==> src/rtl/ps2_host_tx.sv <==
// Host-to-device PS/2 command transmitter: inhibit, request-to-send, device-clocked shift, ACK check.
// Optional build macro PS2_TX_RETRY_EN re-sends the same byte up to MAX_RETRY times before reporting tx_err.
module ps2_host_tx #(
    parameter int INHIBIT_CYCLES = 10000,
    parameter int TIMEOUT_CYCLES = 2000000,
    parameter int MAX_RETRY      = 2
) (
    input  logic       clk,
    input  logic       RSTN,
    input  logic [7:0] tx_data,
    input  logic       tx_valid,
    output logic       tx_ready,
    output logic       tx_done,
    output logic       tx_err,
    output logic       busy,
    input  logic       ps2_clk_in,
    input  logic       ps2_data_in,
    output logic       ps2_clk_oe,
    output logic       ps2_data_oe
);
    localparam int INH_W = (INHIBIT_CYCLES > 1) ? $clog2(INHIBIT_CYCLES) : 1;
    localparam int TMO_W = $clog2(TIMEOUT_CYCLES + 1);
    localparam logic [INH_W-1:0] INH_LAST  = INH_W'(INHIBIT_CYCLES - 1);
    localparam logic [TMO_W-1:0] TMO_LIMIT = TMO_W'(TIMEOUT_CYCLES);

    typedef enum logic [2:0] {
        S_IDLE, S_INHIBIT, S_RTS, S_SHIFT, S_ACK, S_WAIT_IDLE
    } state_t;

    state_t           state, state_nx;
    logic [1:0]       clk_sync, data_sync;
    logic             clk_prev, sync_clk, sync_data, fall;
    logic [9:0]       frame, frame_nx;      // {stop, parity, data[7:0]}
    logic [3:0]       bit_idx, bit_idx_nx;
    logic             cur_bit, cur_bit_nx;
    logic [INH_W-1:0] inh_cnt, inh_cnt_nx;
    logic [TMO_W-1:0] tmo_cnt, tmo_cnt_nx;
    logic             failure;
`ifdef PS2_TX_RETRY_EN
    localparam int RTY_W = (MAX_RETRY > 0) ? $clog2(MAX_RETRY + 1) : 1;
    localparam logic [RTY_W-1:0] RTY_MAX = RTY_W'(MAX_RETRY);
    logic [RTY_W-1:0] retry_cnt, retry_cnt_nx;
`endif

    // Synchronisers idle high so a released bus never looks like a falling edge out of reset.
    always_ff @(posedge clk or negedge RSTN) begin
        if (!RSTN) begin
            clk_sync  <= 2'b11;
            data_sync <= 2'b11;
            clk_prev  <= 1'b1;
        end else begin
            clk_sync  <= {clk_sync[0], ps2_clk_in};
            data_sync <= {data_sync[0], ps2_data_in};
            clk_prev  <= clk_sync[1];
        end
    end

    assign sync_clk  = clk_sync[1];
    assign sync_data = data_sync[1];
    assign fall      = clk_prev & ~sync_clk;

    always_ff @(posedge clk or negedge RSTN) begin
        if (!RSTN) begin
            state     <= S_IDLE;
            frame     <= '0;
            bit_idx   <= '0;
            cur_bit   <= 1'b0;
            inh_cnt   <= '0;
            tmo_cnt   <= '0;
`ifdef PS2_TX_RETRY_EN
            retry_cnt <= '0;
`endif
        end else begin
            state     <= state_nx;
            frame     <= frame_nx;
            bit_idx   <= bit_idx_nx;
            cur_bit   <= cur_bit_nx;
            inh_cnt   <= inh_cnt_nx;
            tmo_cnt   <= tmo_cnt_nx;
`ifdef PS2_TX_RETRY_EN
            retry_cnt <= retry_cnt_nx;
`endif
        end
    end

    always_comb begin
        state_nx     = state;
        frame_nx     = frame;
        bit_idx_nx   = bit_idx;
        cur_bit_nx   = cur_bit;
        inh_cnt_nx   = inh_cnt;
        tmo_cnt_nx   = tmo_cnt;
`ifdef PS2_TX_RETRY_EN
        retry_cnt_nx = retry_cnt;
`endif
        ps2_clk_oe   = 1'b0;
        ps2_data_oe  = 1'b0;
        tx_done      = 1'b0;
        tx_err       = 1'b0;
        failure      = 1'b0;

        case (state)
            S_IDLE: begin
                if (tx_valid) begin
                    frame_nx     = {1'b1, ~^tx_data, tx_data};
                    inh_cnt_nx   = '0;
                    state_nx     = S_INHIBIT;
`ifdef PS2_TX_RETRY_EN
                    retry_cnt_nx = '0;
`endif
                end
            end
            S_INHIBIT: begin
                ps2_clk_oe  = 1'b1;
                ps2_data_oe = (inh_cnt == INH_LAST);
                if (inh_cnt == INH_LAST) begin
                    inh_cnt_nx = '0;
                    tmo_cnt_nx = '0;
                    state_nx   = S_RTS;
                end else begin
                    inh_cnt_nx = inh_cnt + 1'b1;
                end
            end
            S_RTS: begin
                ps2_data_oe = 1'b1;
                tmo_cnt_nx  = tmo_cnt + 1'b1;
                if (tmo_cnt == TMO_LIMIT) begin
                    failure = 1'b1;
                end else if (fall) begin
                    cur_bit_nx = frame[0];
                    bit_idx_nx = 4'd1;
                    state_nx   = S_SHIFT;
                end
            end
            S_SHIFT: begin
                ps2_data_oe = ~cur_bit;
                tmo_cnt_nx  = tmo_cnt + 1'b1;
                if (tmo_cnt == TMO_LIMIT) begin
                    failure = 1'b1;
                end else if (fall) begin
                    cur_bit_nx = frame[bit_idx];
                    bit_idx_nx = bit_idx + 4'd1;
                    if (bit_idx == 4'd9) state_nx = S_ACK;
                end
            end
            S_ACK: begin
                tmo_cnt_nx = tmo_cnt + 1'b1;
                if (tmo_cnt == TMO_LIMIT) begin
                    failure = 1'b1;
                end else if (fall) begin
                    if (!sync_data) state_nx = S_WAIT_IDLE;
                    else            failure  = 1'b1;
                end
            end
            S_WAIT_IDLE: begin
                tmo_cnt_nx = tmo_cnt + 1'b1;
                if (tmo_cnt == TMO_LIMIT) begin
                    failure = 1'b1;
                end else if (sync_clk && sync_data) begin
                    tx_done  = 1'b1;
                    state_nx = S_IDLE;
                end
            end
            default: state_nx = S_IDLE;
        endcase

        // A failure releases both lines in the same cycle it is detected.
        if (failure) begin
            ps2_clk_oe  = 1'b0;
            ps2_data_oe = 1'b0;
`ifdef PS2_TX_RETRY_EN
            if (retry_cnt < RTY_MAX) begin
                retry_cnt_nx = retry_cnt + 1'b1;
                inh_cnt_nx   = '0;
                state_nx     = S_INHIBIT;
            end else begin
                tx_err   = 1'b1;
                state_nx = S_IDLE;
            end
`else
            tx_err   = 1'b1;
            state_nx = S_IDLE;
`endif
        end
    end

    assign tx_ready = (state == S_IDLE);
    assign busy     = ~tx_ready;
endmodule

==> config.mk <==
export PLATFORM = sky130hd
export DESIGN_NAME = ps2_host_tx
export DESIGN_NICKNAME = d
export VERILOG_FILES = /design/src/rtl/ps2_host_tx.sv
export SDC_FILE = /design/constraint.sdc
export NUM_CORES = 1
export LEC_CHECK = 0
export CAP_MARGIN = 5
export CORE_UTILIZATION = 64
export DETAILED_ROUTE_END_ITERATION = 10
export HOLD_SLACK_MARGIN = 0.06
export PLACE_DENSITY = 0.85
export SETUP_SLACK_MARGIN = 0.2
export SYNTH_ARGS = -nofsm -noshare
export SYNTH_HDL_FRONTEND = slang
export SYNTH_SLANG_ARGS = --single-unit
==> constraint.sdc <==
create_clock -name clk -period 3.7 [get_ports clk]
set_clock_uncertainty 0.05 [all_clocks]
set_input_delay 0.74 -clock clk [delete_from_list [all_inputs] [get_ports clk]]
set_output_delay 0.74 -clock clk [all_outputs]
set_load 0.02 [all_outputs]
==> results.toml, run 1 <==
[status]
status = "complete, no violations"

[global_routing]
grt_pass1_wl_um = 11500
antenna_found_initial = 0
grt_max_degree = 41
grt_pass1_vias = 2461
grt_usage_pct = 28.7
overflow = 0

[synthesis]
ys_ff_latch = 58
synth-simple-area-share_pct = 25.4
yosys_warnings = 0
synth_edf_count = 0
ys_types = 60
syn_inst = 333
synthArstFlopShare_pct = 100
synth_top_family_by_area = "simple AND/OR/NAND/NOR gates"
ys_seq_area_share_pct = 44.4
synth_mux_area_share_pct = 5.07
synth_xor_xnor_area_share_pct = 7.20
synth_compound_area_share_pct = 12.0
synth_flop_cell = "dfrtp_1"
syn_avg_cell_area_um2 = 9.86
synth_fa_ha_area_share_pct = 1.90
synth_nets = 351
syn_area_um2 = 3280

[sta]
slew_headroom_pct = 30.7
hold_viol_final = 0
period_needed_ns = 3.36
fin_crit_sh_pct = 90.9
fin_tns_setup_ns = 0
fmax_ghz = 0.297
maxSlewViolCount = 0
tightest_slew_ns = 1.04
finalWorstSetupSlack_ns = 0.336
hold_slack_ns = 0.297
finalSetupViolCount = 0
rsz0062_at_grt = "false"

[pwr]
leakage_uw = 0.00152
vdd_drop_max_v = 0.000345
power_density_nw_per_um2 = 447
total_power_uw = 1650

[critical_path]
critPathMaxFanout = 7
start_kind = "flop"
critPathCaptureType = "primary output"
critical_path_class = "reg -> out"
critPathRequiredTime_ns = 2.91
critical_path_arrival_ns = 2.57

[layout]
area_growth_pct = 12.6
layout.nets = 370
n_antenna_cell = 0
drive_above_1_share_pct = 14.8

[clock_tree]
cts_max_level = 3
numCtsBuffers = 9
insertion_delay_ns = 0.35
clockBufferDepth = 2
cts_tree = "done"
clk_pin_slew_ns = 0.07
clock-sinks = 58
clock-root-buffer = "clkbuf_8"

[detailed_routing]
drt_wl_total_um = 6950
firstDrtPassIters = 5
antenna_left = 0
first_iter_violations = 213
vias = 2621
drc_errors = 0
vias_per_cell = 6.18
post_drt_wl_per_cell_um = 16.4

[placed_design]
dp_slack_ns = 0.693
dp_hpwl_um = 4710
place.gp.congestion = 0.871
port-buffer-count = 18

[hold_path]
worstHoldPathType = "reg -> reg"

[die]
die_w_um = 73.6
die_y_um = 73.6
floorplan.initialDensity_pct = 68.2
ios = 19
core_area_um2 = 4820
rows = 25
dieArea_um2 = 5420

[job]
drv_cap = 0
-- kinds of logic (layout without fill, tap and decap cells) --
family / count (synthesis) / after routing
and+or+nand+nor: 151 / 151
xor gates and xnor gates: 27 / 27
muxes: 13 / 13
buffers and inverters: 22 / 46
AOI/OAI and AO/OA: 57 / 57
DFF: 58 / 58
adders and majority gates: 5 / 5
-- flip-flops by register name, summed over array words and instances (netlist names) --
name,cells
frame,10
data_sync,2
clk_prev,1
clk_sync,2
state,3
bit_idx,4
inh_cnt,14
tmo_cnt,21
cur_bit,1
-- per-layer routing --
metal  share of wire [%]  GRT usage [%]  vias up
met5                   0              0        -
met1                  43           37.1     1287
met3                 5.6           10.7       11
met2                  50           45.5       83
met4                 1.2           8.12        0
li1                    -              -     1240
-- power breakdown --
group | total [uW] | switching [uW] | internal, uW
sequential | 770 | 63.0 | 707
clock | 651 | 256 | 395
combinational | 232 | 122 | 111
total | 1650 | 441 | 1210
-- area by class of cell --
type | count | area (um2)
Clock inverter | 5 | 77.6
Sequential cell | 58 | 1460
Inverter | 7 | 26.3
Fill cell | 354 | 1120
Timing Repair Buffer | 23 | 213
Tap cell | 67 | 83.8
Clock buffer | 11 | 141
Multi-Input combinational cell | 253 | 1700
-- worst paths after layout --
check,to,cells after the start,slack (ns),start
worst max-delay path,ps2_data_oe,6,0.34,inh_cnt[11]
worst min-delay path,data_sync[1],0,0.30,data_sync[0]
worst max register to register,tmo_cnt[20],6,1.06,inh_cnt[1]
worst min register to register,data_sync[1],0,0.30,data_sync[0]
max in group asynchronous,data_sync[1],2,2.32,RSTN
min in group asynchronous,frame[9],1,0.44,RSTN
-- critical path, stage by stage, from the launching register on --
cell and delay [ns]:
dfrtp_1 0.46, nor4_4 0.44, nand3_1 0.14, nor4_2 0.32, a21o_1 0.12, and3_1 0.15, clkdlybuf4s50_1 0.60
-- layout by cell type (no fill, tap or decap), types with 11 or more instances in the layout --
cell type        Yosys  final
clkdlybuf4s50_1      0     17
dfrtp_1             53     53
nand2_1             30     30
nand3_1             16     16
nand4_1             17     17
nor2_1              33     33
nor3_1              11     11
o21ai_0             17     17
o21ai_1             12     12
xnor2_1             13     13
xor2_1              14     14
-- Yosys cell counts, types with 5 or more instances --
library cell	number	area share, %
nor2_1	33	3.8
a31oi_1	5	0.95
nand2b_1	5	0.95
mux2_2	9	3.1
o21ai_0	17	2.6
inv_1	6	0.69
xnor2_1	13	3.5
buf_6	5	1.7
o21ai_1	12	1.8
nand2_1	30	3.4
and3_1	8	1.5
nor3_1	11	1.7
dfstp_2	5	4.0
nand3_1	16	2.4
dfrtp_1	53	40
ha_1	5	1.9
xor2_1	14	3.7
nand4_1	17	3.2
-- metrics by stage --
| step | util [%] | std cells | instance area (um2) |
|---|---|---|---|
| floorplan | - | 333 | 3280 |
| global placement | 72.2 | 408 | 3480 |
| detailed placement | 72.2 | 408 | 3480 |
| CTS | 76.8 | 424 | 3700 |
| global route | 76.8 | 424 | 3700 |
| finish | 76.8 | 424 | 3700 |
-- repair_timing --
| item | CTS | global route |
|---|---|---|
| hold buffers | 0 | 0 |
| setup buffers | 0 | 0 |
| setup endpoints to repair | 0 | 1 |
| resized for setup | 0 | 1 |
Note: power is estimated with default switching activity, not from simulation.
==> inputs of run 2 (changes only) <==
CORE_UTILIZATION = 55   (was 64)
GPL_TIMING_DRIVEN = 1   (was unset)
PLACE_DENSITY = 0.74   (was 0.85)
==> run 2 against run 1 <==
  * Routed wire length down 2.3%
  * Register-to-register slack better by 0.12 ns
  * Critical endpoint unchanged
  * Worst hold slack better by 0.011 ns
  * Clock-buffer cell count unchanged
  * Highest routed layer unchanged
  * Maximum frequency up 0.92%
  * Setup slack better by 0.031 ns
  * Total power down 2.9%
  * Sequential share of layout area down 0.30 points
  * Utilization down 11 points
==> results.toml, run 2 (synthesized netlist as in run 1, its figures left out) <==
[sta]
finalSetupViolCount = 0
fin_crit_sh_pct = 90.1
finalWorstSetupSlack_ns = 0.367
tightest_slew_ns = 0.986
period_needed_ns = 3.33
fmax_ghz = 0.300
hold_viol_final = 0
fin_tns_setup_ns = 0
rsz0062_at_grt = "false"
maxSlewViolCount = 0
slew_headroom_pct = 34.3

[critical_path]
crit_slowest_cell = "clkdlybuf4s50_1"
critPathLaunch = "state[2]"
r2r_cells = 7
critPathRequiredTime_ns = 2.91
r2r-end = "inh_cnt[6]"
start_kind = "flop"
r2r_slack_ns = 1.18
critPathMaxFanout = 10
critical_path_class = "reg -> out"
cp_top_family = "simple AND/OR/NAND/NOR gates"
cp.buffers_inverters = 1
critical_path_arrival_ns = 2.54
path_cells = "or3b_1 > nor4_2 > a21o_1 > and3_1 > clkdlybuf4s50_1"
r2r-start = "inh_cnt[0]"
path_depth = 5
cpPeakStageDelay_ns = 0.61
critPathCaptureType = "primary output"
cp-endpoint = "ps2_data_oe"

[layout]
largest_registers = "tmo_cnt (21), inh_cnt (14), frame (10)"
layout.nets = 373
fill_cells = 454
layout_common_cells = "53 x dfrtp_1, 33 x nor2_1, 30 x nand2_1"
n_antenna_cell = 0
largest_register_ffs = 21
mostFrequentLayoutCell = "dfrtp_1"
area_growth_pct = 13.5
ff_latch_area_um2 = 1460
drive_above_1_share_pct = 16.4
multi_input_area_um2 = 1720
top_register = "tmo_cnt"
fin_cells = 432

[status]
status = "complete, no violations"

[placed_design]
place.gp.congestion = 0.817
dp_slack_ns = 0.692
dp_hpwl_um = 4590
port-buffer-count = 18
dp_cells = 415

[pwr]
p_comb_share_pct = 14.4
power_density_nw_per_um2 = 430
switchingPower_uw = 440
swShare_pct = 27.4
vdd_drop_max_v = 0.000296
internal_power_uw = 1160
clock_power_share_pct = 37.8
leakage_uw = 0.00154
p_seq_share_pct = 47.9

[detailed_routing]
post_drt_wl_per_cell_um = 15.7
drc_errors = 0
first_iter_violations = 186
firstDrtPassIters = 4
antenna_left = 0
vias_per_cell = 5.96
vias = 2576
drt_wl_total_um = 6790

[die]
die_y_um = 79.3
dieArea_um2 = 6280
ios = 19
die_w_um = 79.3
core_area_um2 = 5640
rows = 27
floorplan.initialDensity_pct = 58.2

[hold_path]
min_path_cells = 0
worstHoldPathType = "reg -> reg"

[global_routing]
antenna_found_initial = 0
overflow = 0
grt_max_degree = 45
grt_pass1_vias = 2498
grt_usage_pct = 24.9
grt_pass1_wl_um = 12000

[clock_tree]
cts_max_level = 3
clock-root-buffer = "clkbuf_8"
clk_pin_slew_ns = 0.07
numCtsBuffers = 9
clock-sinks = 58
insertion_delay_ns = 0.35
clockBufferDepth = 2
cts_tree = "done"

[job]
drv_cap = 0
==> run 2: layout make-up <==
type,count,area share (%)
multi-input cells,253,46.0
flip-flops and latches,58,39.1
repair buffers,26,6.31
clock buffers,11,4.06
well taps,72,2.42
clock inverters,5,1.41
inverters,7,0.705
==> run 2: metal layers <==
layer,global-route usage (%),vias to the layer above,share of wire (%)
met5,0,-,0
met4,8.00,0,1.3
met3,7.13,7,4.7
met2,39.1,64,47
met1,33.1,1258,46
li1,-,1247,-
==> run 2: repair_timing <==
action	in CTS	in global routing
resized for setup	0	3
setup buffers	0	1
endpoints found under the setup margin	0	2
hold buffers	0	0
==> run 2: how the worst min path moves through the flow <==
stage                     slack (ns)      endpoint    startpoint
after CTS                       0.31   clk_sync[1]   clk_sync[0]
after floorplan                 0.30   clk_sync[1]   clk_sync[0]
after global placement          0.30   clk_sync[1]   clk_sync[0]
after detailed placement        0.30   clk_sync[1]   clk_sync[0]
final                           0.31  data_sync[1]  data_sync[0]
after global routing            0.31  data_sync[1]  data_sync[0]
==> run 2: power by group through the flow <==
stage	Clock, uW	Sequential [uW]	Combinational, uW
6_report	606	768	230
3_5_place_dp	0	777	229
3_3_place_gp	0	776	222
5_1_grt	647	778	260
4_1_cts	620	767	230
2_1_floorplan	0	760	172
==> run 2: metrics by stage <==
stage	power, uW	area, um2	hold WS [ns]	utilization [%]
global route	1690	3730	0.315	66.1
CTS	1620	3700	0.310	65.6
floorplan	932	3280	0.295	-
detailed placement	1010	3500	0.300	62.0
global placement	998	3500	0.296	62.0
finish	1600	3730	0.308	66.1
==> run 2: worst reg2reg max path: cells and delay by family, from the launching register on <==
kind,cells,cell delay [ns]
buffers and inverters,1,0.30
and+or+nand+nor,2,0.38
DFF,1,0.41
AOI/OAI and AO/OA,3,1.03
adders and majority gates,1,0.23
==> inputs of run 3 (changes only) <==
clock period = 4.1 ns   (was 3.7 ns; I/O delays follow)
==> run 3 against run 2 <==
  * Via count down 0.89%
  * Sequential share of layout area is 0.67 points higher
  * Total power is 12% lower
  * First-iteration DRC count fell by 22%
  * Clock power is 15% lower
  * Setup slack improved by 0.21 ns
  * Largest cell class unchanged
==> results.toml, run 3 (synthesized netlist as in run 1, its figures left out) <==
[global_routing]
grt_usage_pct = 24.8
grt_max_degree = 35
grt_pass1_vias = 2584
overflow = 0
grt_pass1_wl_um = 11900
antenna_found_initial = 0

[layout]
top_register = "tmo_cnt"
area_growth_pct = 11.6
largest_registers = "tmo_cnt (21), inh_cnt (14), frame (10)"
fill_cells = 476
layout_common_cells = "53 x dfrtp_1, 33 x nor2_1, 30 x nand2_1"
drive_above_1_share_pct = 13.8
n_antenna_cell = 0
layout.nets = 369
mostFrequentLayoutCell = "dfrtp_1"
ff_latch_area_um2 = 1460
largest_register_ffs = 21
final_util_pct = 65.0
multi_input_area_um2 = 1700

[pwr]
power_density_nw_per_um2 = 386
vdd_drop_max_v = 0.000275
p_comb_share_pct = 14.5
clock_power_share_pct = 36.4
internal_power_uw = 1030
switchingPower_uw = 383
leakage_uw = 0.00151
swShare_pct = 27.1
p_seq_share_pct = 49.1

[die]
dieArea_um2 = 6280
ios = 19
floorplan.initialDensity_pct = 58.2
core_area_um2 = 5640
die_y_um = 79.3
rows = 27
die_w_um = 79.3

[sta]
finalWorstSetupSlack_ns = 0.573
hold_viol_final = 0
maxSlewViolCount = 0
finalSetupViolCount = 0
rsz0062_at_grt = "false"
slew_headroom_pct = 30.5
tightest_slew_ns = 1.04
fin_crit_sh_pct = 86.0
period_needed_ns = 3.53
fin_tns_setup_ns = 0
fmax_ghz = 0.284

[clock_tree]
insertion_delay_ns = 0.34
clock-sinks = 58
cts_tree = "done"
clockBufferDepth = 2
numCtsBuffers = 9
hold_buffers = 0
postCtsSetupBuffers = 0
clk_pin_slew_ns = 0.06
clock-root-buffer = "clkbuf_8"
post_cts_resized = 0
cts_max_level = 3

[critical_path]
critPathCaptureType = "primary output"
critical_path_arrival_ns = 2.66
r2r_cells = 6
critPathLaunch = "inh_cnt[11]"
critPathRequiredTime_ns = 3.23
r2r-end = "tmo_cnt[20]"
r2r_slack_ns = 1.49
start_kind = "flop"
r2r-start = "inh_cnt[0]"
critical_path_class = "reg -> out"
critPathMaxFanout = 7
cp-endpoint = "ps2_data_oe"

[placed_design]
place.gp.congestion = 0.801
port-buffer-count = 18
dp_slack_ns = 0.972
dp_hpwl_um = 4630

[detailed_routing]
top_layer = "met4"
firstDrtPassIters = 4
m1WireLength_um = 3130
met2WireLength_um = 3260
antenna_left = 0
post_drt_wl_per_cell_um = 15.8
drc_errors = 0
first_iter_violations = 145
met3_wirelength_um = 257
vias = 2553
drt_wl_total_um = 6740
vias_per_cell = 5.96

[status]
status = "complete, no violations"

[job]
drv_cap = 0

[hold_path]
min_path_cells = 0
worstHoldPathType = "reg -> reg"
min-delay-start = "clk_sync[0]"
[run 3: routing by layer]
layer | up-vias | global-route usage (%)
li1 | 1238 | -
met4 | 0 | 9.64
met2 | 46 | 39.9
met1 | 1262 | 32.1
met5 | - | 0
met3 | 7 | 6.21
[run 3: worst min-delay path by stage]
stage / slack, ns / end
2_1_floorplan: 0.30 / clk_sync[1]
4_1_cts: 0.31 / clk_sync[1]
6_report: 0.31 / clk_sync[1]
3_3_place_gp: 0.30 / clk_sync[1]
5_1_grt: 0.31 / data_sync[1]
3_5_place_dp: 0.30 / clk_sync[1]
[run 3: layout make-up]
| cell class | instances | share of cell area [%] |
|---|---|---|
| clock buffer | 13 | 4.06 |
| tap | 72 | 2.46 |
| timing repair buffer | 22 | 5.60 |
| clock inverter | 3 | 1.09 |
| inverter | 7 | 0.717 |
| multi-input combinational | 253 | 46.3 |
| sequential | 58 | 39.8 |
[run 3: critical path, cell delays in order (launching register included)]
cell and delay, ns:
dfrtp_1 0.48, nor4_4 0.47, nand3_1 0.14, nor4_2 0.36, a21o_1 0.12, and3_1 0.15, clkdlybuf4s50_1 0.60
[run 3: power groups by stage]
stage	combinational, uW	sequential, uW	clock, uW
global route	231	702	550
finish	206	694	515
CTS	209	693	525
floorplan	155	685	0
global placement	199	699	0
detailed placement	207	703	0
[run 3: per-stage QoR]
step	power, uW	area (um2)	hold WS [ns]	instances
after global placement	898	3480	0.296	412
after CTS	1430	3670	0.306	428
after floorplan	841	3280	0.295	333
after detailed placement	910	3480	0.297	412
final	1410	3670	0.305	428
after global routing	1480	3670	0.308	428
